--- src/rtl/corr_toggle_capture_pkg.sv ---
// Shared types and default widths for the correlation toggle-capture block.
// Holds the FSM state encoding and the packed result record layout.
package corr_pkg;

  typedef enum logic [1:0] {
    IDLE  = 2'd0,
    ARM   = 2'd1,
    COUNT = 2'd2,
    HOLD  = 2'd3
  } corr_state_t;

  localparam int CORR_VEC_W = 4;
  localparam int CORR_CNT_W = 8;
  localparam int CORR_SIM_W = 9;

  // One record per window, tag fields first, then the measured edge activity.
  typedef struct packed {
    logic [CORR_SIM_W-1:0] sim;
    logic                  q;
    logic [CORR_VEC_W-1:0] vec_from;
    logic [CORR_VEC_W-1:0] vec_to;
    logic [CORR_CNT_W-1:0] rise;
    logic [CORR_CNT_W-1:0] fall;
    logic                  fin;
  } corr_res_t;

endpackage

--- src/rtl/corr_toggle_capture_if.sv ---
// Window-start request and result-record handshake bundle for corr_toggle_capture.
// master = sequencer/readout side, slave = the capture block.
interface corr_toggle_capture_if import corr_pkg::*; #(
  parameter int CNT_W = CORR_CNT_W,
  parameter int SIM_W = CORR_SIM_W
);
  logic                  start;
  logic                  q_in;
  logic [CORR_VEC_W-1:0] vec_from;
  logic [CORR_VEC_W-1:0] vec_to;
  logic                  res_valid;
  logic                  res_ready;
  logic [SIM_W-1:0]      res_sim;
  logic                  res_q;
  logic [CORR_VEC_W-1:0] res_from;
  logic [CORR_VEC_W-1:0] res_to;
  logic [CNT_W-1:0]      res_rise;
  logic [CNT_W-1:0]      res_fall;
  logic                  res_final;

  modport master (
    output start, q_in, vec_from, vec_to, res_ready,
    input  res_valid, res_sim, res_q, res_from, res_to, res_rise, res_fall, res_final
  );

  modport slave (
    input  start, q_in, vec_from, vec_to, res_ready,
    output res_valid, res_sim, res_q, res_from, res_to, res_rise, res_fall, res_final
  );
endinterface

--- src/rtl/corr_toggle_capture_edge_counter.sv ---
// Baseline register plus saturating rise/fall counters for one observation window.
// clr wipes the counters, load sets the baseline, en compares and counts.
module corr_edge_counter #(
  parameter int CNT_W = 8
) (
  input  logic             clk,
  input  logic             rst_n,
  input  logic             clr,
  input  logic             load,
  input  logic             en,
  input  logic             y,
  output logic             prev,
  output logic [CNT_W-1:0] rise,
  output logic [CNT_W-1:0] fall
);

  function automatic logic [CNT_W-1:0] sat_inc(input logic [CNT_W-1:0] v);
    sat_inc = (&v) ? v : v + CNT_W'(1);
  endfunction

  logic             prev_r;
  logic [CNT_W-1:0] rise_r;
  logic [CNT_W-1:0] fall_r;

  // Baseline tracking and edge counting; a change of sampled y is an edge.
  always_ff @(posedge clk or negedge rst_n) begin
    if (!rst_n) begin
      prev_r <= 1'b0;
      rise_r <= {CNT_W{1'b0}};
      fall_r <= {CNT_W{1'b0}};
    end else if (clr) begin
      rise_r <= {CNT_W{1'b0}};
      fall_r <= {CNT_W{1'b0}};
    end else if (load) begin
      prev_r <= y;
    end else if (en) begin
      prev_r <= y;
      if (y != prev_r) begin
        if (y) begin
          rise_r <= sat_inc(rise_r);
        end else begin
          fall_r <= sat_inc(fall_r);
        end
      end
    end
  end

  assign prev = prev_r;
  assign rise = rise_r;
  assign fall = fall_r;

endmodule

--- src/rtl/corr_toggle_capture.sv ---
// Per-window glitch counter: counts rising/falling edges of y_in and emits a tagged record.
// Define CORR_CAPTURE_SYNC_EN to put a 2-flop synchronizer in front of edge detection.
module corr_toggle_capture import corr_pkg::*; #(
  parameter int CNT_W   = CORR_CNT_W,
  parameter int WIN_CYC = 16,
  parameter int SIM_W   = CORR_SIM_W
) (
  input  logic                  clk,
  input  logic                  rst_n,
  input  logic                  y_in,
  corr_toggle_capture_if.slave  bus,
  output logic                  busy,
  output logic                  overrun
);

  localparam int CYC_W = (WIN_CYC > 1) ? $clog2(WIN_CYC) : 1;

  corr_state_t           state_r;
  corr_state_t           state_nxt_s;
  logic [CYC_W-1:0]      cyc_r;
  logic                  y_samp_r;
  logic                  start_acc_s;
  logic                  arm_s;
  logic                  cnt_en_s;
  logic                  hs_s;
  logic                  ovr_s;
  logic                  last_cyc_s;
  logic                  res_valid_r;
  logic                  busy_r;
  logic                  overrun_r;
  logic [SIM_W-1:0]      sim_r;
  logic                  q_r;
  logic [CORR_VEC_W-1:0] from_r;
  logic [CORR_VEC_W-1:0] to_r;
  logic                  prev_s;
  logic [CNT_W-1:0]      rise_s;
  logic [CNT_W-1:0]      fall_s;

`ifdef CORR_CAPTURE_SYNC_EN
  logic y_meta_r;

  // Two-flop synchronizer for y_in coming from a timed gate-level netlist.
  always_ff @(posedge clk or negedge rst_n) begin
    if (!rst_n) begin
      y_meta_r <= 1'b0;
      y_samp_r <= 1'b0;
    end else begin
      y_meta_r <= y_in;
      y_samp_r <= y_meta_r;
    end
  end
`else
  // Single sampling flop for zero-delay sources.
  always_ff @(posedge clk or negedge rst_n) begin
    if (!rst_n) begin
      y_samp_r <= 1'b0;
    end else begin
      y_samp_r <= y_in;
    end
  end
`endif

  assign last_cyc_s = (cyc_r == CYC_W'(WIN_CYC - 1));

  // FSM state register.
  always_ff @(posedge clk or negedge rst_n) begin
    if (!rst_n) begin
      state_r <= IDLE;
    end else begin
      state_r <= state_nxt_s;
    end
  end

  // FSM next-state logic.
  always_comb begin
    state_nxt_s = state_r;
    case (state_r)
      IDLE: begin
        if (bus.start) begin
          state_nxt_s = ARM;
        end else begin
          state_nxt_s = IDLE;
        end
      end
      ARM: begin
        state_nxt_s = COUNT;
      end
      COUNT: begin
        if (last_cyc_s) begin
          state_nxt_s = HOLD;
        end else begin
          state_nxt_s = COUNT;
        end
      end
      HOLD: begin
        if (bus.res_ready) begin
          state_nxt_s = IDLE;
        end else begin
          state_nxt_s = HOLD;
        end
      end
      default: begin
        state_nxt_s = IDLE;
      end
    endcase
  end

  // FSM output decode into per-cycle control strobes.
  always_comb begin
    start_acc_s = 1'b0;
    arm_s       = 1'b0;
    cnt_en_s    = 1'b0;
    hs_s        = 1'b0;
    ovr_s       = 1'b0;
    case (state_r)
      IDLE: begin
        start_acc_s = bus.start;
      end
      ARM: begin
        arm_s = 1'b1;
        ovr_s = bus.start;
      end
      COUNT: begin
        cnt_en_s = 1'b1;
        ovr_s    = bus.start;
      end
      HOLD: begin
        hs_s  = bus.res_ready;
        ovr_s = bus.start;
      end
      default: begin
        ovr_s = 1'b0;
      end
    endcase
  end

  // COUNT-phase cycle counter; idles at zero outside COUNT.
  always_ff @(posedge clk or negedge rst_n) begin
    if (!rst_n) begin
      cyc_r <= {CYC_W{1'b0}};
    end else if (cnt_en_s && !last_cyc_s) begin
      cyc_r <= cyc_r + CYC_W'(1);
    end else begin
      cyc_r <= {CYC_W{1'b0}};
    end
  end

  // Window tag capture, index advance and status flags, all registered.
  always_ff @(posedge clk or negedge rst_n) begin
    if (!rst_n) begin
      q_r         <= 1'b0;
      from_r      <= {CORR_VEC_W{1'b0}};
      to_r        <= {CORR_VEC_W{1'b0}};
      sim_r       <= {SIM_W{1'b0}};
      res_valid_r <= 1'b0;
      busy_r      <= 1'b0;
      overrun_r   <= 1'b0;
    end else begin
      if (start_acc_s) begin
        q_r    <= bus.q_in;
        from_r <= bus.vec_from;
        to_r   <= bus.vec_to;
      end
      if (hs_s) begin
        sim_r <= sim_r + SIM_W'(1);
      end
      if (ovr_s) begin
        overrun_r <= 1'b1;
      end
      res_valid_r <= (state_nxt_s == HOLD);
      busy_r      <= (state_nxt_s != IDLE);
    end
  end

  corr_edge_counter #(
    .CNT_W (CNT_W)
  ) u_edge (
    .clk   (clk),
    .rst_n (rst_n),
    .clr   (start_acc_s),
    .load  (arm_s),
    .en    (cnt_en_s),
    .y     (y_samp_r),
    .prev  (prev_s),
    .rise  (rise_s),
    .fall  (fall_s)
  );

  assign bus.res_valid = res_valid_r;
  assign bus.res_sim   = sim_r;
  assign bus.res_q     = q_r;
  assign bus.res_from  = from_r;
  assign bus.res_to    = to_r;
  assign bus.res_rise  = rise_s;
  assign bus.res_fall  = fall_s;
  assign bus.res_final = prev_s;
  assign busy          = busy_r;
  assign overrun       = overrun_r;

endmodule

--- src/flat_wrapper.sv ---
// flat-port wrapper written by rule: the top's interface ports become plain ports
module corr_toggle_capture_flat import corr_pkg::*;
#(
  parameter int CNT_W   = CORR_CNT_W,
  parameter int WIN_CYC = 16,
  parameter int SIM_W   = CORR_SIM_W
)
  (clk, rst_n, y_in, busy, overrun, bus_start, bus_q_in, bus_vec_from, bus_vec_to, bus_res_ready, bus_res_valid, bus_res_sim, bus_res_q, bus_res_from, bus_res_to, bus_res_rise, bus_res_fall, bus_res_final);
  corr_toggle_capture_if #(.CNT_W(CNT_W), .SIM_W(SIM_W)) bus_i ();
  input  logic clk;
  input  logic rst_n;
  input  logic y_in;
  output logic busy;
  output logic overrun;
  input wire logic [$bits(bus_i.start)-1:0] bus_start;
  input wire logic [$bits(bus_i.q_in)-1:0] bus_q_in;
  input wire logic [$bits(bus_i.vec_from)-1:0] bus_vec_from;
  input wire logic [$bits(bus_i.vec_to)-1:0] bus_vec_to;
  input wire logic [$bits(bus_i.res_ready)-1:0] bus_res_ready;
  output wire logic [$bits(bus_i.res_valid)-1:0] bus_res_valid;
  output wire logic [$bits(bus_i.res_sim)-1:0] bus_res_sim;
  output wire logic [$bits(bus_i.res_q)-1:0] bus_res_q;
  output wire logic [$bits(bus_i.res_from)-1:0] bus_res_from;
  output wire logic [$bits(bus_i.res_to)-1:0] bus_res_to;
  output wire logic [$bits(bus_i.res_rise)-1:0] bus_res_rise;
  output wire logic [$bits(bus_i.res_fall)-1:0] bus_res_fall;
  output wire logic [$bits(bus_i.res_final)-1:0] bus_res_final;
  assign bus_i.start = bus_start;
  assign bus_i.q_in = bus_q_in;
  assign bus_i.vec_from = bus_vec_from;
  assign bus_i.vec_to = bus_vec_to;
  assign bus_i.res_ready = bus_res_ready;
  assign bus_res_valid = bus_i.res_valid;
  assign bus_res_sim = bus_i.res_sim;
  assign bus_res_q = bus_i.res_q;
  assign bus_res_from = bus_i.res_from;
  assign bus_res_to = bus_i.res_to;
  assign bus_res_rise = bus_i.res_rise;
  assign bus_res_fall = bus_i.res_fall;
  assign bus_res_final = bus_i.res_final;
  corr_toggle_capture #(.CNT_W(CNT_W), .WIN_CYC(WIN_CYC), .SIM_W(SIM_W)) u_core (.clk(clk), .rst_n(rst_n), .y_in(y_in), .bus(bus_i), .busy(busy), .overrun(overrun));
endmodule
--- config.mk ---
export PLATFORM = sky130hd
export DESIGN_NAME = corr_toggle_capture_flat
export DESIGN_NICKNAME = d
export VERILOG_FILES = /design/src/rtl/corr_toggle_capture_pkg.sv /design/src/rtl/corr_toggle_capture_if.sv /design/src/rtl/corr_toggle_capture_edge_counter.sv /design/src/rtl/corr_toggle_capture.sv /design/src/flat_wrapper.sv
export SDC_FILE = /design/constraint.sdc
export NUM_CORES = 1
export LEC_CHECK = 0
export ABC_AREA = 1
export CAP_MARGIN = 20
export CORE_AREA = 2 2 98 53
export DETAILED_ROUTE_END_ITERATION = 10
export DIE_AREA = 0 0 100 55
export PLACE_DENSITY = 0.77
export SYNTH_ARGS = -nofsm -noshare
export SYNTH_HDL_FRONTEND = slang
export SYNTH_HIERARCHICAL = 1
export SYNTH_SLANG_ARGS = --single-unit
--- constraint.sdc ---
create_clock -name clk -period 1.95 [get_ports clk]
set_input_delay 0.195 -clock clk [delete_from_list [all_inputs] [get_ports clk]]
set_output_delay 0.195 -clock clk [all_outputs]
set_load 0.005 [all_outputs]
==> impl.org, run 1 <==
** Outcome
- The run finished with clean final reports.

** Pwr
- Overall power :: 3.73 mW
- Pwr dens :: 1280 nW/um^2
- Across the VDD grid, the largest voltage drop is 0.603 mV.
- Total leakage power :: 1.42 nW

** Worst setup path
- By startpoint and endpoint, the worst setup path is classified as register to register.
- Cell breakdown of the critical path :: nor2_1, nand2_1, inv_2, inv_2, nand2_1, nand2_2, nand2_1, o21ai_0
- STA puts the critical path data required time at 2.12 ns.
- The slowest stage of the critical path belongs to the cell sky130_fd_sc_hd__dfrtp_1.
- Worst-path maximum fanout :: 13
- For the worst setup path, the data arrival time is 1.89 ns.
- The worst setup path is launched from a register.
- The largest single stage delay on the critical path is 0.48 ns.
- Cell repeated most along the worst path :: sky130_fd_sc_hd__nand2_1
- STA classifies the critical path endpoint as a register.

** Route
- Total via count in the routed design :: 1833
- In this run, the number of DRC markers left after iteration 0 of detailed routing was 90.
- Total DRC errors in the routed layout :: 0
- DRT Pass-1 Iters :: 4
- The final layout contains routed wiring with a total length of 4.58 mm.
- After detailed routing, the average wire length per cell comes to 11.9 um.
- Antenna Nets Post-Route :: 0
- Using the TritonRoute via totals, the vias-per-cell ratio works out to 4.76.

** GRT
- Aggregate global routing overflow :: 0
- Maximum number of pins on one net before global-route repair :: 25
- Vias in the first global route :: 1726
- The first global-routing pass estimated 8.03 mm of wire.
- In the global route stage, overall resource usage came out at 0.191.
- Initial antenna violation count :: 0

** STA
- Max Freq :: 0.581 GHz
- Final critical-path required period :: 1.72 ns
- At the pin with the least slew margin, the transition time is 0.515 ns.
- Final period utilization :: 0.883
- Setup repair after global routing missed its margin :: no
- Setup Total Neg Slack :: 0 ns
- Relative slew slack :: 0.657
- Final Hold Fails :: 0
- Setup ws final :: 0.229 ns
- Setup violations remaining at the end of the flow were counted as 0.
- The final-report max-slew violation count came to 0.
- Worst Clk Skew :: 0.00626 ns

** Clocking
- The H-tree was split into 2 levels.
- TritonCTS built the clock tree.
- Max Root-Sink Buffers :: 2
- Postcts setup bufs :: 0
- The clock net in this run drives a total of 45 sinks.
- CTS clock-pin slew for the worst setup and hold paths :: 0.08 ns
- Post-cts resize count :: 0
- TritonCTS created 5 clock buffers.
- Clk_lat worst skew :: 0.30 ns
- Clk Tree Root Cell :: sky130_fd_sc_hd__clkbuf_8

** Die
- After floorplanning, the core was divided into 18 placement rows.
- In this run the count of I/O pins placed on the die edge is 52.
- Die boundary width :: 100 um
- The floorplan step defined a die boundary enclosing 5500 sq um.
- Chip height :: 55 um
- Placeable Area :: 4680 sq um
- Starting Density :: 0.470

** Yosys
- Post-synth top area cell :: sky130_fd_sc_hd__dfrtp_1
- Register area share after synthesis :: 0.512
- In this run, distinct cell masters in the synthesized netlist total 27.
- After synthesis, the share of cell area in mux cells is 0.
- Count of synthesis-stage warnings from yosys :: 6
- Post-synthesis share of cell area spent on full adders, half adders and majority gates :: 0.0228
- The post-synthesis compound-gate area fraction was 0.0631.
- Count leader, synth :: sky130_fd_sc_hd__nand2_1
- By count the netlist is led by sky130_fd_sc_hd__nand2_1 (96), sky130_fd_sc_hd__dfrtp_1 (45), sky130_fd_sc_hd__inv_1 (29), sky130_fd_sc_hd__nand3_1 (18), sky130_fd_sc_hd__nor2_1 (18).
- The number of nets in the synthesized netlist is 283.
- FFs w/ async S/R, synth :: 1.00
- Of the total synthesized cell area, the portion taken by XOR and XNOR cells is 0.0319.
- In this run, synthesis inferred 0 flip-flops with an integrated enable.
- Main synth FF type :: sky130_fd_sc_hd__dfrtp_1
- The share of synthesized area in the top cell type comes to 0.512.
- After synthesis, the mean cell area works out to 8.30 sq um.
- In this run the cell area of the synthesized design comes to 2200 sq um.
- Of the total synthesized cell area, the portion taken by AND, OR, NAND and NOR gates is 0.307.
- Synthesis inferred 45 register bits.
- Combinational family with the most area after synthesis :: simple AND/OR/NAND/NOR gates
- Number of instances in the synthesized netlist :: 265
- Biggest area contributors in the synthesized netlist :: sky130_fd_sc_hd__dfrtp_1 (51%), sky130_fd_sc_hd__nand2_1 (16%), sky130_fd_sc_hd__inv_1 (4.9%), sky130_fd_sc_hd__nand3_1 (4.1%), sky130_fd_sc_hd__nor2_1 (3.1%)

** Cells and area
- Fill cells in the final layout number 405.
- After the last flow step, the layout net total stands at 342.
- Compared with the post-synthesis result, the final layout area differs by 32.5%.
- Summing all multi-input logic gate instances after layout gives 935 sq um.
- FF/Latch Area :: 1130 sq um
- Cell area after layout :: 2920 sq um
- Post-route core utilization :: 0.622
- Antenna Cells :: 0
- Of the cells placed in the final design, the portion with a size suffix greater than 1 is 0.0954.

** Placed design
- Final Wtd Congestion :: 0.828
- After detailed placement, the total cell area comes to 2790 sq um.
- PortBufs :: 51
- Prior to clock tree synthesis, the placed netlist has a worst setup slack of 0.230 ns.
- Post-DP HPWL :: 3.42 mm

** Min path
- Class of the tightest hold or removal check :: input pin to register

** Flow run
- Max-cap violations in this run came to 0.
==> kinds of logic after synthesis <==
| logic type | count (synthesis) |
|---|---|
| AOI/OAI and AO/OA | 23 |
| adders and majority gates | 4 |
| and+or+nand+nor | 151 |
| xor gates and xnor gates | 8 |
| buffers and inverters | 34 |
| DFF | 45 |
==> layout make-up <==
| class | instances | share of cell area |
|---|---|---|
| sequential | 45 | 0.386 |
| clock inverter | 1 | 0.0103 |
| timing repair buffer | 54 | 0.186 |
| inverter | 32 | 0.0412 |
| clock buffer | 7 | 0.0296 |
| tap | 60 | 0.0258 |
| multi-input combinational | 186 | 0.321 |
==> where the power goes <==
part,leakage [nW],internal (mW),total (mW),switching [mW]
Sequential,0.574,1.24,1.54,0.307
Combinational,0.790,0.762,1.46,0.696
Clock,0.0585,0.418,0.729,0.311
Total,1.42,2.42,3.73,1.31
==> placed cells by master, fill, tap and decap left out, types with 4 or more instances in the layout <==
cell type	Yosys	layout
sky130_fd_sc_hd__nand2_1	96	96
sky130_fd_sc_hd__clkdlybuf4s50_1	0	50
sky130_fd_sc_hd__dfrtp_1	45	45
sky130_fd_sc_hd__inv_1	29	29
sky130_fd_sc_hd__nor2_1	18	18
sky130_fd_sc_hd__nand3_1	18	18
sky130_fd_sc_hd__o21ai_0	12	12
sky130_fd_sc_hd__clkbuf_8	0	6
sky130_fd_sc_hd__xor2_1	6	6
sky130_fd_sc_hd__nand2_2	5	5
sky130_fd_sc_hd__ha_1	4	4
==> final timing paths <==
check	startpoint	to	slack, ns	cells past startpoint
max	u_core/state_r[0]$_DFF_PN0_	u_core/u_edge/fall[2]$_DFFE_PN0P_	0.23	8
min	y_in	u_core/y_samp_r$_DFF_PN0_	0.34	1
max reg2reg	u_core/state_r[0]$_DFF_PN0_	u_core/u_edge/fall[2]$_DFFE_PN0P_	0.23	8
min reg2reg	u_core/overrun$_DFFE_PN0P_	u_core/overrun$_DFFE_PN0P_	0.46	1
max in group asynchronous	rst_n	u_core/u_edge/fall[2]$_DFFE_PN0P_	1.05	3
min in group asynchronous	rst_n	u_core/bus.res_from[1]$_DFFE_PN0P_	0.39	2
==> state kept, by name (all words and copies together) (netlist names) <==
| register | flops |
|---|---|
| u_core/bus.res_sim | 9 |
| u_core/u_edge/fall | 8 |
| u_core/u_edge/rise | 8 |
| u_core/bus.res_from | 4 |
| u_core/bus.res_to | 4 |
| u_core/cyc_r | 4 |
| u_core/state_r | 2 |
| u_core/bus.res_q | 1 |
| u_core/bus.res_valid | 1 |
| u_core/busy | 1 |
| u_core/overrun | 1 |
| u_core/u_edge/prev | 1 |
| u_core/y_samp_r | 1 |
==> critical path, delay by kind of cell, from the launching register on <==
kind                   cells  cell delay [ns]
AO/OA/AOI/OAI              1             0.08
AND/OR/NAND/NOR            5             0.67
flip-flops                 1             0.48
buffers and inverters      2             0.35
==> what timing repair did <==
item / CTS / global route
hold endpoints to repair: 21 / 0
hold buffers: 1 / 0
endpoints found under the setup margin: 0 / 0
==> layer usage <==
| layer | vias to the layer above | wire, um | GRT usage |
|---|---|---|---|
| met5 | - | 0 | 0 |
| met4 | 0 | 40 | 0.0548 |
| met3 | 5 | 283 | 0.0603 |
| met2 | 50 | 1720 | 0.260 |
| met1 | 833 | 2540 | 0.289 |
| li1 | 945 | - | - |
==> per-stage QoR <==
stage | hold WS [ns] | cells
3_3_place_gp | 0.200 | 376
6_report | 0.335 | 385
4_1_cts | 0.328 | 385
3_5_place_dp | 0.198 | 376
5_1_grt | 0.333 | 385
2_1_floorplan | -0.101 | 265
Power figures use the tool's default switching activity.
==> run 2: changes to the inputs <==
--- a/config.mk
+++ b/config.mk
@@ -8,6 +8,7 @@
 export ABC_AREA = 1
 export CAP_MARGIN = 20
 export CORE_AREA = 2 2 98 53
+export CTS_CLUSTER_DIAMETER = 60
 export DETAILED_ROUTE_END_ITERATION = 10
 export DIE_AREA = 0 0 100 55
 export PLACE_DENSITY = 0.77
==> results of run 2 <==
Same layout as run 1: the final DEF is identical, and so are final timing and power.
